===== src/rtl/ising_config.sv =====
// Shared constants for the Ising transmit path: value width, GPIO bus field layout,
// configuration register addresses and the DAC driver state encoding.
package ising_config;

    localparam int NUM_BITS = 4;

    localparam int GPIO_W          = 32;
    localparam int GPIO_WCLK_BIT   = 31;
    localparam int GPIO_ADDR_START = 16;
    localparam int GPIO_ADDR_END   = 30;
    localparam int GPIO_DATA_START = 0;
    localparam int GPIO_DATA_END   = 15;
    localparam int GPIO_ADDR_W     = GPIO_ADDR_END - GPIO_ADDR_START + 1;
    localparam int GPIO_DATA_W     = GPIO_DATA_END - GPIO_DATA_START + 1;

    localparam int CODE_W = 16;
    localparam int LANES  = 8;
    localparam int AXIS_W = CODE_W * LANES;

    localparam logic [GPIO_ADDR_W-1:0] LUT_ADDR_REG  = 15'd4;
    localparam logic [GPIO_ADDR_W-1:0] LUT_DATA_REG  = 15'd5;
    localparam logic [GPIO_ADDR_W-1:0] PULSE_LEN_REG = 15'd6;
    localparam logic [GPIO_ADDR_W-1:0] PULSE_DEL_REG = 15'd7;
    localparam logic [GPIO_ADDR_W-1:0] IDLE_CODE_REG = 15'd8;

    typedef enum logic [1:0] {
        IDLE   = 2'd0,
        LOOKUP = 2'd1,
        DELAY  = 2'd2,
        PULSE  = 2'd3
    } dac_state_t;

endpackage


===== src/rtl/config_reg.sv =====
// Single GPIO-addressed configuration register; loads on a write strobe whose address matches.
module config_reg
    import ising_config::*;
#(
    parameter logic [GPIO_ADDR_W-1:0] ADDR  = '0,
    parameter int                     WIDTH = 8
) (
    input  logic                   clk,
    input  logic                   rst,
    input  logic                   i_wr_stb,
    input  logic [GPIO_ADDR_W-1:0] i_wr_addr,
    input  logic [WIDTH-1:0]       i_wr_data,
    output logic [WIDTH-1:0]       o_q
);

    logic [WIDTH-1:0] r_q;

    always_ff @(posedge clk or negedge rst) begin
        if (!rst) begin
            r_q <= '0;
        end else if (i_wr_stb && (i_wr_addr == ADDR)) begin
            r_q <= i_wr_data;
        end
    end

    assign o_q = r_q;

endmodule


===== src/rtl/dac_code_lut.sv =====
// Value-to-DAC-code table: GPIO pointer/data write port and a one-cycle registered read port.
// The read register only loads on i_rd_en, so it holds the looked-up code for a whole pulse.
module dac_code_lut
    import ising_config::*;
(
    input  logic                   clk,
    input  logic                   rst,
    input  logic                   i_wr_stb,
    input  logic [GPIO_ADDR_W-1:0] i_wr_addr,
    input  logic [CODE_W-1:0]      i_wr_data,
    input  logic                   i_rd_en,
    input  logic [NUM_BITS-1:0]    i_rd_addr,
    output logic [CODE_W-1:0]      o_rd_data
);

    localparam int DEPTH = 2 ** NUM_BITS;

    logic [NUM_BITS-1:0] r_ptr;
    logic [CODE_W-1:0]   r_table [DEPTH];
    logic [CODE_W-1:0]   r_rd_data;
    logic                w_ptr_wr;
    logic                w_data_wr;

    assign w_ptr_wr  = i_wr_stb && (i_wr_addr == LUT_ADDR_REG);
    assign w_data_wr = i_wr_stb && (i_wr_addr == LUT_DATA_REG);

    always_ff @(posedge clk or negedge rst) begin
        if (!rst) begin
            r_ptr <= '0;
        end else if (w_ptr_wr) begin
            r_ptr <= i_wr_data[NUM_BITS-1:0];
        end
    end

    // Table contents must clear on reset, so this is a register file rather than a RAM.
    always_ff @(posedge clk or negedge rst) begin
        if (!rst) begin
            for (int i = 0; i < DEPTH; i++) begin
                r_table[i] <= '0;
            end
        end else if (w_data_wr) begin
            r_table[r_ptr] <= i_wr_data;
        end
    end

    always_ff @(posedge clk or negedge rst) begin
        if (!rst) begin
            r_rd_data <= '0;
        end else if (i_rd_en) begin
            r_rd_data <= r_table[i_rd_addr];
        end
    end

    assign o_rd_data = r_rd_data;

endmodule


===== src/rtl/dac_driver.sv =====
// Turns one spin/amplitude value into a timed pulse of 128-bit DAC words; idle_code is
// driven on all lanes outside the pulse. Stream outputs are decoded from registered state only.
module dac_driver
    import ising_config::*;
(
    input  logic                clk,
    input  logic                rst,
    input  logic [GPIO_W-1:0]   gpio_in,
    input  logic [NUM_BITS-1:0] val_in,
    input  logic                val_in_valid,
    output logic                val_in_ready,
    output logic [AXIS_W-1:0]   m_axis_tdata,
    output logic                m_axis_tvalid,
    input  logic                m_axis_tready,
    output logic                busy,
    output logic                pulse_done
);

    logic [2:0]             r_wclk_sync;
    logic                   w_wr_stb;
    logic [GPIO_ADDR_W-1:0] w_gpio_addr;
    logic [GPIO_DATA_W-1:0] w_gpio_data;

    logic [7:0]             w_cfg_len;
    logic [7:0]             w_cfg_del;
    logic [CODE_W-1:0]      w_idle_code;
    logic [CODE_W-1:0]      w_code_q;

    dac_state_t             r_state;
    dac_state_t             w_state_next;
    logic [7:0]             r_cnt;
    logic [7:0]             w_cnt_next;
    logic [7:0]             r_len;
    logic [NUM_BITS-1:0]    r_val;
    logic                   r_tvalid;
    logic                   w_hs;
    logic                   w_accept;
    logic                   w_lut_rd;
    logic                   w_done;

    // Bits [1:0] synchronise w_clk, bit [2] is the previous synchronised value for edge detect.
    // Address/data are assumed held stable by the GPIO master across the w_clk pulse.
    always_ff @(posedge clk or negedge rst) begin
        if (!rst) begin
            r_wclk_sync <= '0;
        end else begin
            r_wclk_sync <= {r_wclk_sync[1:0], gpio_in[GPIO_WCLK_BIT]};
        end
    end

    assign w_wr_stb    = r_wclk_sync[1] & ~r_wclk_sync[2];
    assign w_gpio_addr = gpio_in[GPIO_ADDR_END:GPIO_ADDR_START];
    assign w_gpio_data = gpio_in[GPIO_DATA_END:GPIO_DATA_START];

    config_reg #(.ADDR(PULSE_LEN_REG), .WIDTH(8)) u_len_reg (
        .clk       (clk),
        .rst       (rst),
        .i_wr_stb  (w_wr_stb),
        .i_wr_addr (w_gpio_addr),
        .i_wr_data (w_gpio_data[7:0]),
        .o_q       (w_cfg_len)
    );

    config_reg #(.ADDR(PULSE_DEL_REG), .WIDTH(8)) u_del_reg (
        .clk       (clk),
        .rst       (rst),
        .i_wr_stb  (w_wr_stb),
        .i_wr_addr (w_gpio_addr),
        .i_wr_data (w_gpio_data[7:0]),
        .o_q       (w_cfg_del)
    );

    config_reg #(.ADDR(IDLE_CODE_REG), .WIDTH(CODE_W)) u_idle_reg (
        .clk       (clk),
        .rst       (rst),
        .i_wr_stb  (w_wr_stb),
        .i_wr_addr (w_gpio_addr),
        .i_wr_data (w_gpio_data),
        .o_q       (w_idle_code)
    );

    dac_code_lut u_lut (
        .clk       (clk),
        .rst       (rst),
        .i_wr_stb  (w_wr_stb),
        .i_wr_addr (w_gpio_addr),
        .i_wr_data (w_gpio_data),
        .i_rd_en   (w_lut_rd),
        .i_rd_addr (r_val),
        .o_rd_data (w_code_q)
    );

    assign w_hs         = r_tvalid & m_axis_tready;
    assign val_in_ready = (r_state == IDLE) & r_tvalid;
    assign w_accept     = val_in_valid & val_in_ready;

    // r_cnt holds the remaining delay words, then the remaining pulse words.
    always_comb begin
        w_state_next = r_state;
        w_cnt_next   = r_cnt;
        w_lut_rd     = 1'b0;
        w_done       = 1'b0;
        case (r_state)
            IDLE: begin
                if (w_accept) begin
                    w_state_next = LOOKUP;
                    w_cnt_next   = w_cfg_del;
                end
            end
            LOOKUP: begin
                w_lut_rd = 1'b1;
                if (r_cnt != 8'd0) begin
                    w_state_next = DELAY;
                end else begin
                    w_state_next = PULSE;
                    w_cnt_next   = r_len;
                end
            end
            DELAY: begin
                if (w_hs) begin
                    if (r_cnt == 8'd1) begin
                        w_state_next = PULSE;
                        w_cnt_next   = r_len;
                    end else begin
                        w_cnt_next = r_cnt - 8'd1;
                    end
                end
            end
            PULSE: begin
                if (w_hs) begin
                    if (r_cnt == 8'd1) begin
                        w_state_next = IDLE;
                        w_cnt_next   = 8'd0;
                        w_done       = 1'b1;
                    end else begin
                        w_cnt_next = r_cnt - 8'd1;
                    end
                end
            end
            default: begin
                w_state_next = IDLE;
                w_cnt_next   = 8'd0;
            end
        endcase
    end

    always_ff @(posedge clk or negedge rst) begin
        if (!rst) begin
            r_state  <= IDLE;
            r_cnt    <= '0;
            r_len    <= '0;
            r_val    <= '0;
            r_tvalid <= 1'b0;
        end else begin
            r_state  <= w_state_next;
            r_cnt    <= w_cnt_next;
            r_tvalid <= 1'b1;
            if (w_accept) begin
                r_val <= val_in;
                r_len <= (w_cfg_len == 8'd0) ? 8'd1 : w_cfg_len;
            end
        end
    end

    generate
        for (genvar gi = 0; gi < LANES; gi++) begin : g_lane
            assign m_axis_tdata[gi*CODE_W +: CODE_W] = (r_state == PULSE) ? w_code_q : w_idle_code;
        end
    endgenerate

    assign m_axis_tvalid = r_tvalid;
    assign busy          = (r_state != IDLE);
    assign pulse_done    = w_done;

endmodule


===== config.mk =====
export PLATFORM = sky130hd
export DESIGN_NAME = dac_driver
export DESIGN_NICKNAME = d
export VERILOG_FILES = /design/src/rtl/ising_config.sv /design/src/rtl/config_reg.sv /design/src/rtl/dac_code_lut.sv /design/src/rtl/dac_driver.sv
export SDC_FILE = /design/constraint.sdc
export NUM_CORES = 1
export LEC_CHECK = 0
export ABC_CLOCK_PERIOD_IN_PS = 3200
export CELL_PAD_IN_SITES_DETAIL_PLACEMENT = 0
export CELL_PAD_IN_SITES_GLOBAL_PLACEMENT = 1
export CORE_AREA = 5 5 258 134
export DETAILED_ROUTE_END_ITERATION = 10
export DIE_AREA = 0 0 263 139
export PLACE_DENSITY = 0.92
export RECOVER_POWER = 50
export REMOVE_ABC_BUFFERS = 1
export SETUP_SLACK_MARGIN = 0.3
export SLEW_MARGIN = 25
export SYNTH_ARGS = -nofsm -noshare
export SYNTH_HDL_FRONTEND = slang
export SYNTH_SLANG_ARGS = --single-unit

===== constraint.sdc =====
create_clock -name clk -period 3.2 [get_ports clk]
set_input_delay 0.64 -clock clk [delete_from_list [all_inputs] [get_ports clk]]
set_output_delay 0.64 -clock clk [all_outputs]
set_load 0.03 [all_outputs]

* After elaboration in Yosys (flattened, before gate mapping) *
Index checks and enable logic that the tools add are counted.

word-level totals
  flip-flop bits (word level) = 334
  input bits = 40
  output and inout port bits = 132
  logic and storage cells = 91

cells by class
  add/sub/neg operators = 1
  magnitude comparators = 3
  eq/ne operators = 15
  muxes and demuxes = 26
  bitwise gates (word level) = 7
  reduce and logical (&&, ||, !) cells = 12

operators by type and width
  operator                                                              count
  256-bit bitwise mux                                                   1
  16-bit binary-select mux with 4-bit select                            1
  16-bit demux with 4-bit select                                        1
  16-bit 2-to-1 mux                                                     4
  15-bit by 3-bit == test with 1-bit output, second input constant      4
  8-bit 2-to-1 mux                                                      7
  8-bit one-hot mux with 4 select lines                                 1
  15-bit by 4-bit == test with 1-bit output, second input constant      1
  2-bit inequality test, second input constant                          6
  5-bit greater-or-equal comparator, second input constant              2
  2-bit 2-to-1 mux                                                      5
  4-bit inverter with 5-bit output                                      2
  8-bit by 1-bit == test with 1-bit output, second input constant       1
  8-bit zero test                                                       1
  2-bit one-hot mux with 4 select lines                                 1
  8-bit nonzero test                                                    1
  8-bit by 1-bit subtractor with 8-bit output, second input constant    1
  1-bit logical AND                                                     6
  5-bit by 1-bit < comparator with 1-bit output, second input constant  1
  1-bit 2-to-1 mux                                                      5
  5-bit AND reduction                                                   1
  1-bit bitwise AND                                                     4
  2-bit == test, second input constant                                  2
  4-bit AND reduction                                                   1
  other kinds (4)                                                       4

* Longest topological paths before layout *
Gate-level depths: netlist of run 1.

  depth in word-level cells = 6
  gate-level depth with buffers = 8
  depth with buffers taken out = 7

* Hierarchy *
From an unflattened synthesis of run 1, not the netlist that was laid out.

unflattened totals
  cells, all modules = 1120
  area, all modules = 16597.2 µm²

by module, submodules not included
  module                    times used  cells each  area an instance (µm²)  seq. area each (µm²)
  dac_code_lut              1           768         12584.6                 6906.6
  dac_driver                1           272         2507.4                  650.6
  config_reg at u_idle_reg  1           38          723.2                   400.4
  config_reg at u_len_reg   1           21          415.4                   200.2
  config_reg at u_del_reg   1           21          366.6                   200.2

* Least setup slack after synthesis of run 1 *
No wires, ideal clock.

  path type = register -> output
  start point = reg r_state[0]
  end point = out m_axis_tdata[102]
  arrival = 1870 ps
  data required time = 2560 ps
  path slack = 690 ps
  stages on the path, launching flop included = 6
  buffers on the path = 3
  path through = dfrtp_1 > ha_1 > clkbuf_1 > buf_1 > mux2_2 > buf_4

between the ends
  longest elaborated chain between the ends = 2

RTL lines
  what                    line               RTL
  start, declared         dac_driver.sv:29   dac_state_t r_state;
  start signal, assigned  dac_driver.sv:155  r_state <= w_state_next;
  2-bit == test           --
  16-bit 2-to-1 mux       --
  end, declared           dac_driver.sv:12   output logic [AXIS_W-1:0] m_axis_tdata,

No other way between the ends.

* Worst setup path after layout of run 1 *
  start point = reg r_state[0]
  end point = out m_axis_tdata[70]

between the ends
  longest elaborated chain between the ends = 2

RTL lines
  what               line               RTL
  2-bit == test      dac_driver.sv:167  assign m_axis_tdata[gi*CODE_W +: CODE_W] = (r_state == PULSE) ? w_code_q : w_idle_code;
  16-bit 2-to-1 mux  dac_driver.sv:167

No other way between the ends.

==> results of run 1 <==
[per-layer routing]
| metal | up-vias | wire length [µm] |
|---|---|---|
| met4 | 0 | 475 |
| met5 | - | 0 |
| met1 | 4997 | 18900 |
| li1 | 4024 | - |
| met2 | 263 | 17200 |
| met3 | 34 | 2760 |
[kinds of logic (layout without fill, tap and decap cells)]
logic type | after synthesis | count (layout)
buffers and inverters | 200 | 267
AND/OR/NAND/NOR | 83 | 83
other | 1 | 1
XOR/XNOR | 3 | 3
flip-flops | 334 | 334
AO/OA/AOI/OAI | 81 | 81
multiplexers | 399 | 399
adder cells (fa/ha/maj) | 7 | 7
[how the worst max path moves through the flow]
stage / start / endpoint / slack [ns] / cells past startpoint
floorplan: r_val[2] / u_lut.o_rd_data[14] / -0.09 / 4
global placement: gpio_in[21] / u_lut.r_table[136] / 0.36 / 7
detailed placement: gpio_in[21] / u_lut.r_table[160] / 0.31 / 7
CTS: r_state[0] / m_axis_tdata[107] / 0.27 / 4
global route: rst / u_lut.r_table[53] / 0.18 / 2
finish: r_state[0] / m_axis_tdata[70] / 0.35 / 4
[flip-flops by register name, summed over array words and instances (netlist names)]
signal           count
u_lut.r_table      256
u_idle_reg.o_q      16
u_lut.o_rd_data     16
r_cnt                8
r_len                8
u_del_reg.o_q        8
u_len_reg.o_q        8
r_val                4
u_lut.r_ptr          4
r_wclk_sync          3
r_state              2
m_axis_tvalid        1
[power groups by stage]
stage	Clock (µW)	Combinational (µW)	Sequential, µW
2_1_floorplan	0	2530	4920
3_3_place_gp	0	4660	4790
3_5_place_dp	0	4720	4800
4_1_cts	3560	4480	4730
5_1_grt	3740	4710	4760
6_report	3510	4450	4730
[worst max-delay path, cell delays in order (launching register included)]
cell and delay, ns:
dfrtp_1 0.44, ha_4 0.22, buf_12 0.19, mux2_2 0.42
dlygate4sd2_1 0.38
[cell usage in the layout, fill, tap and decap left out, types with 7 or more instances in the layout]
master,synthesis,final
o22ai_1,32,32
buf_12,0,13
clkdlybuf4s50_1,0,38
nor2_1,7,7
a21oi_1,21,21
buf_4,125,18
inv_1,8,8
dlymetal6s2s_1,0,10
nand2_1,16,16
nor2b_1,8,8
dfrtp_1,334,331
nor2_2,12,12
mux2_2,321,321
clkbuf_8,0,11
mux2_4,10,10
mux4_2,64,64
dlygate4sd2_1,0,75
clkbuf_16,0,27
clkdlybuf4s15_2,0,39
clkbuf_2,0,13
[metrics by stage]
stage	cells	utilization (%)	cell area, µm²	setup slack, ns
2_1_floorplan	916	-	14800	-0.0947
3_3_place_gp	1568	54.5	17600	0.362
3_5_place_dp	1568	54.5	17600	0.313
4_1_cts	1616	57.3	18500	0.266
5_1_grt	1616	57.0	18400	0.176
6_report	1616	57.0	18400	0.354
[timing repair]
item / 4_1_cts / 5_1_grt
cloned: 0 / 0
gates resized for setup: 200 / 24
setup endpoints to repair: 129 / 86
[final cells by class]
cell class	instances	share of cell area [%]
flip-flops and latches	334	45.5
multi-input cells	574	35.0
repair buffers	211	11.4
clock buffers	41	4.56
well taps	441	3.00
clock inverters	7	0.476
inverters	8	0.163
==> results.py, run 1 <==
metrics = {
    "status": {
        "status": "complete, but fails checks",
        "violations": "max-capacitance violations, max-slew violations",
    },
    "synth": {
        "synth_area_um2": 16100,
        "synth_top_family_by_area": "multiplexers",
        "synth_area_leaders": "dfrtp_1 (52%), mux2_2 (22%), mux4_2 (9.0%)",
        "synth-simple-area-share_pct": 3.51,
        "synth_common_cells": "dfrtp_1 (334), mux2_2 (321), buf_4 (125)",
        "yosysMostFrequentCell": "dfrtp_1",
        "synth_compound_area_share_pct": 3.22,
        "synth_edf_count": 0,
        "yosysSeqAreaShare_pct": 52.0,
        "yosys_most_used_dff": "dfrtp_1",
        "yosysTopAreaCell": "dfrtp_1",
        "synth.distinct_cells": 54,
        "synth_xor_xnor_area_share_pct": 0.163,
        "ys_ff_latch": 334,
        "synthCells": 1108,
        "muxShareOfSynthArea_pct": 32.7,
        "yosys.area.top_type_share_pct": 52.0,
        "synth_warnings": 0,
        "avgSynthCellArea_um2": 14.5,
        "async_flop_share_pct": 100,
        "synth_fa_ha_area_share_pct": 0.545,
    },
    "global_route": {
        "top_usage_layer": "met1",
        "met3_usage_pct": 5.09,
        "grt_pass1_vias": 9734,
        "antenna_found_initial": 0,
        "grt_max_degree": 75,
        "use_met1_pct": 33.7,
        "grt-ovfl-total": 0,
        "grt_util_met2_pct": 30.6,
        "track_usage_pct": 21.2,
        "grt_pass1_wl_mm": 61.5,
    },
    "power": {
        "swShare_pct": 37.1,
        "powerDensity_nw_per_um2": 690,
        "seqPwrFrac_pct": 37.3,
        "internal-power_uw": 7980,
        "p_total_uw": 12700,
        "p_switching_uw": 4710,
        "comb_power_share_pct": 35.1,
        "clkPwrFrac_pct": 27.6,
        "peakVddDrop_uv": 410,
        "total_leakage_power_uw": 0.00916,
    },
    "routing": {
        "dr.pass1.iters": 5,
        "viasPerCell": 5.77,
        "drc": 0,
        "drtIter0Drc": 764,
        "dr_total_vias": 9318,
        "ant_nets": 0,
        "routed_wirelength_mm": 39.3,
        "routedWlPerCell_um": 24.3,
    },
    "die": {
        "io_pins": 172,
        "die_w_um": 263,
        "core-area_um2": 32300,
        "die_h_um": 139,
        "die_area_um2": 36600,
        "rows": 47,
        "initial_core_util_pct": 49.8,
    },
    "place": {
        "io_buffers": 171,
        "dpl.hpwl_mm": 26.2,
        "gp_congestion": 0.849,
    },
    "setup_path": {
        "start_kind": "flip-flop",
        "reg2reg_depth": 5,
        "path_class": "flip-flop to primary output",
        "end_kind": "primary output",
        "r2r_end": "u_lut.o_rd_data[3]",
        "worstPathRequired_ns": 2.56,
        "rrSetupSlack_ns": 0.44,
        "arrival_ns": 2.21,
        "worstReg2RegStart": "r_state[1]",
        "crit_path_max_fanout": 14,
    },
    "clock_network": {
        "path_clk_slew_ns": 0.07,
        "cts-root-buf": "clkbuf_16",
        "clk_latency_ns": 0.55,
        "clk_path_buf_depth": 3,
        "cts_tree": "done",
        "cts.sinks": 334,
        "ctsHoldBuffers": 0,
        "htree_levels": 1,
        "numCtsBuffers": 27,
        "cts_setup_buffers": 0,
    },
    "sta": {
        "slew_headroom_pct": -29.1,
        "rsz0062_at_grt": "false",
        "setup_viol_count_final": 0,
        "max_freq_ghz": 0.351,
        "period_share_pct": 88.9,
        "period_needed_ns": 2.85,
        "drv_slew": 72,
        "tightest_slew_ns": 1.94,
        "hold_viol": 0,
        "hold_ws_ns": 0.368,
        "tns_ns": 0,
        "skew_ns": 0.00665,
    },
    "worst_hold_path": {
        "worstHoldStart": "r_wclk_sync[0]",
        "hp-class": "flip-flop to flip-flop",
        "hold_end": "r_wclk_sync[1]",
        "holdPathStages": 0,
    },
    "cells_and_area": {
        "nFillCells": 2548,
        "final_nets": 1203,
        "diodes": 0,
        "layout-drive-gt1-share_pct": 46.6,
        "area_growth_pct": 14.4,
        "multi_input_area_um2": 6430,
        "seq_area_um2": 8360,
    },
    "flow_run": {
        "cap_violations": 1,
    },
}
(Power assumes the default switching activity.)
==> run 2: changes to the inputs <==
--- a/config.mk
+++ b/config.mk
@@ -5,7 +5,7 @@
 export SDC_FILE = /design/constraint.sdc
 export NUM_CORES = 1
 export LEC_CHECK = 0
-export ABC_CLOCK_PERIOD_IN_PS = 3200
+export ABC_CLOCK_PERIOD_IN_PS = 3500
 export CELL_PAD_IN_SITES_DETAIL_PLACEMENT = 0
 export CELL_PAD_IN_SITES_GLOBAL_PLACEMENT = 1
 export CORE_AREA = 5 5 258 134
==> constraint.sdc (replaced) <==
create_clock -name clk -period 3.5 [get_ports clk]
set_input_delay 0.7 -clock clk [delete_from_list [all_inputs] [get_ports clk]]
set_output_delay 0.7 -clock clk [all_outputs]
set_load 0.03 [all_outputs]
==> results.py, run 2 (synthesis gave the netlist of run 1 again) <==
metrics = {
    "status": {
        "status": "complete, but fails checks",
        "violations": "max-capacitance violations, max-slew violations",
    },
    "sta": {
        "skew_ns": 0.0186,
        "period_share_pct": 87.4,
        "period_needed_ns": 3.06,
        "slew_headroom_pct": -89.4,
        "finalWorstSetupSlack_ns": 0.440,
        "rsz0062_at_grt": "false",
        "hold_viol": 0,
        "max_freq_ghz": 0.327,
        "setup_viol_count_final": 0,
        "drv_slew": 71,
        "tightest_slew_ns": 2.84,
        "tns_ns": 0,
        "hold_ws_ns": 0.361,
    },
    "setup_path": {
        "end_kind": "flip-flop",
        "crit_start": "gpio_in[29]",
        "r2r_end": "u_lut.o_rd_data[11]",
        "worstPathRequired_ns": 3.94,
        "crit_path_max_fanout": 12,
        "rrSetupSlack_ns": 0.50,
        "reg2reg_depth": 5,
        "slowest_delay_ns": 0.64,
        "start_kind": "input port",
        "crit_end": "u_lut.r_table[231]",
        "worstReg2RegStart": "r_val[2]",
        "arrival_ns": 3.50,
        "cpMaxStageDelayCell": "nor4_1",
        "worstPathCellList": "dlygate4sd3_1 -> nor4_1 -> nand3b_1 -> nor4_1 -> nand4b_2 -> clkbuf_2 -> mux2_1",
        "cp_common_cell": "nor4_1",
        "path_class": "input port to flip-flop",
    },
    "die": {
        "die_area_um2": 36600,
        "core-area_um2": 32300,
        "die_h_um": 139,
        "initial_core_util_pct": 49.8,
        "die_w_um": 263,
        "rows": 47,
        "io_pins": 172,
    },
    "power": {
        "p_switching_uw": 4280,
        "internal-power_uw": 7400,
        "swShare_pct": 36.6,
        "total_leakage_power_uw": 0.00921,
        "seqPwrFrac_pct": 37.5,
        "powerDensity_nw_per_um2": 640,
        "comb_power_share_pct": 33.1,
        "clkPwrFrac_pct": 29.4,
        "peakVddDrop_uv": 364,
    },
    "routing": {
        "drtIter0Drc": 879,
        "routedWlPerCell_um": 24.6,
        "viasPerCell": 5.81,
        "drc": 0,
        "ant_nets": 0,
        "dr.pass1.iters": 4,
        "routed_wirelength_mm": 39.8,
        "dr_total_vias": 9404,
    },
    "global_route": {
        "grt_pass1_vias": 9861,
        "antenna_found_initial": 0,
        "grt_max_degree": 75,
        "top_usage_layer": "met1",
        "grt-ovfl-total": 0,
        "track_usage_pct": 21.5,
        "met3_usage_pct": 5.66,
        "use_met1_pct": 34.3,
        "grt_pass1_wl_mm": 62.2,
        "grt_util_met2_pct": 30.3,
    },
    "clock_network": {
        "cts.sinks": 334,
        "path_clk_slew_ns": 0.07,
        "cts_setup_buffers": 0,
        "cts-root-buf": "clkbuf_16",
        "cts_tree": "done",
        "ctsHoldBuffers": 0,
        "numCtsBuffers": 28,
        "clk_latency_ns": 0.57,
        "clk_path_buf_depth": 3,
        "htree_levels": 1,
    },
    "worst_hold_path": {
        "hp-class": "flip-flop to flip-flop",
    },
    "flow_run": {
        "cap_violations": 2,
    },
    "cells_and_area": {
        "diodes": 0,
        "top_register": "u_lut.r_table",
        "final_cell_mix": "dfrtp_1 (333), mux2_2 (315), dlygate4sd2_1 (126)",
        "area_growth_pct": 13.5,
        "layout-drive-gt1-share_pct": 41.4,
        "largest_register_ffs": 256,
        "final_nets": 1203,
        "mostFrequentLayoutCell": "dfrtp_1",
    },
    "place": {
        "dp_slack_ns": 0.451,
        "io_buffers": 171,
        "gp_congestion": 0.807,
        "dpl.hpwl_mm": 26.6,
    },
}
run 2: cell count changes in the layout (fill, tap and decap cells not counted), moves of 4 or more:
cell,change
dlygate4sd2_1,+51
clkdlybuf4s15_2,-39
clkbuf_2,-11
buf_4,+8
dlymetal6s2s_1,-8
clkbuf_8,-7
clkbuf_1,+6
mux2_1,+6
mux2_2,-6
buf_12,-4
run 2: power by group through the flow:
| stage | registers, µW | clock network, µW | logic (µW) |
|---|---|---|---|
| 5_1_grt | 4410 | 3640 | 4090 |
| 2_1_floorplan | 4490 | 0 | 2310 |
| 3_3_place_gp | 4440 | 0 | 4110 |
| 3_5_place_dp | 4440 | 0 | 4190 |
| 4_1_cts | 4380 | 3470 | 3880 |
| 6_report | 4370 | 3430 | 3860 |
run 2: worst min path at each step:
stage,startpoint,slack (ns),to,depth (start not counted)
5_1_grt,r_wclk_sync[0],0.38,r_wclk_sync[1],0
2_1_floorplan,r_wclk_sync[0],0.33,r_wclk_sync[1],0
3_5_place_dp,r_wclk_sync[1],0.36,r_wclk_sync[2],0
4_1_cts,rst,0.05,u_lut.r_table[73],1
6_report,r_wclk_sync[0],0.36,r_wclk_sync[1],0
3_3_place_gp,r_wclk_sync[0],0.33,r_wclk_sync[1],0
run 2: repair_timing:
action,4_1_cts,5_1_grt
endpoints found under the hold margin,0,0
endpoints found under the setup margin,129,3
resized for setup,127,4
run 2: critical path: cells and delay by family:
kind	cells	cell delay [ns]
simple gates	4	1.42
buf+inv	2	0.93
mux	1	0.42
run 2: metrics by stage:
| stage | utilization [%] | std cells | instance area (µm²) | total power [µW] |
|---|---|---|---|---|
| 6_report | 56.5 | 1618 | 18200 | 11700 |
| 5_1_grt | 56.5 | 1618 | 18200 | 12100 |
| 4_1_cts | 56.8 | 1618 | 18300 | 11700 |
| 3_5_place_dp | 54.3 | 1567 | 17500 | 8630 |
| 3_3_place_gp | 54.3 | 1567 | 17500 | 8550 |
| 2_1_floorplan | - | 916 | 14800 | 6810 |
run 2: layout make-up:
cell class	count	area, µm²
tap	441	552
fill	2530	14000
inverter	8	30.0
sequential	334	8360
clock buffer	41	811
clock inverter	10	179
timing repair buffer	210	1940
multi-input combinational	574	6380
run 2: routing by layer:
layer / share of wire [%] / routed length [µm]
met1: 49 / 19400
met2: 43 / 17000
met3: 7.2 / 2870
met4: 1.5 / 605
met5: 0 / 0
==> run 3: changes to the inputs <==
--- a/config.mk
+++ b/config.mk
@@ -9,6 +9,7 @@
 export CELL_PAD_IN_SITES_DETAIL_PLACEMENT = 0
 export CELL_PAD_IN_SITES_GLOBAL_PLACEMENT = 1
 export CORE_AREA = 5 5 258 134
+export CTS_CLUSTER_SIZE = 24
 export DETAILED_ROUTE_END_ITERATION = 10
 export DIE_AREA = 0 0 263 139
 export PLACE_DENSITY = 0.92
==> results of run 3 <==
Same layout as run 2: the final DEF is identical, and so are final timing and power.
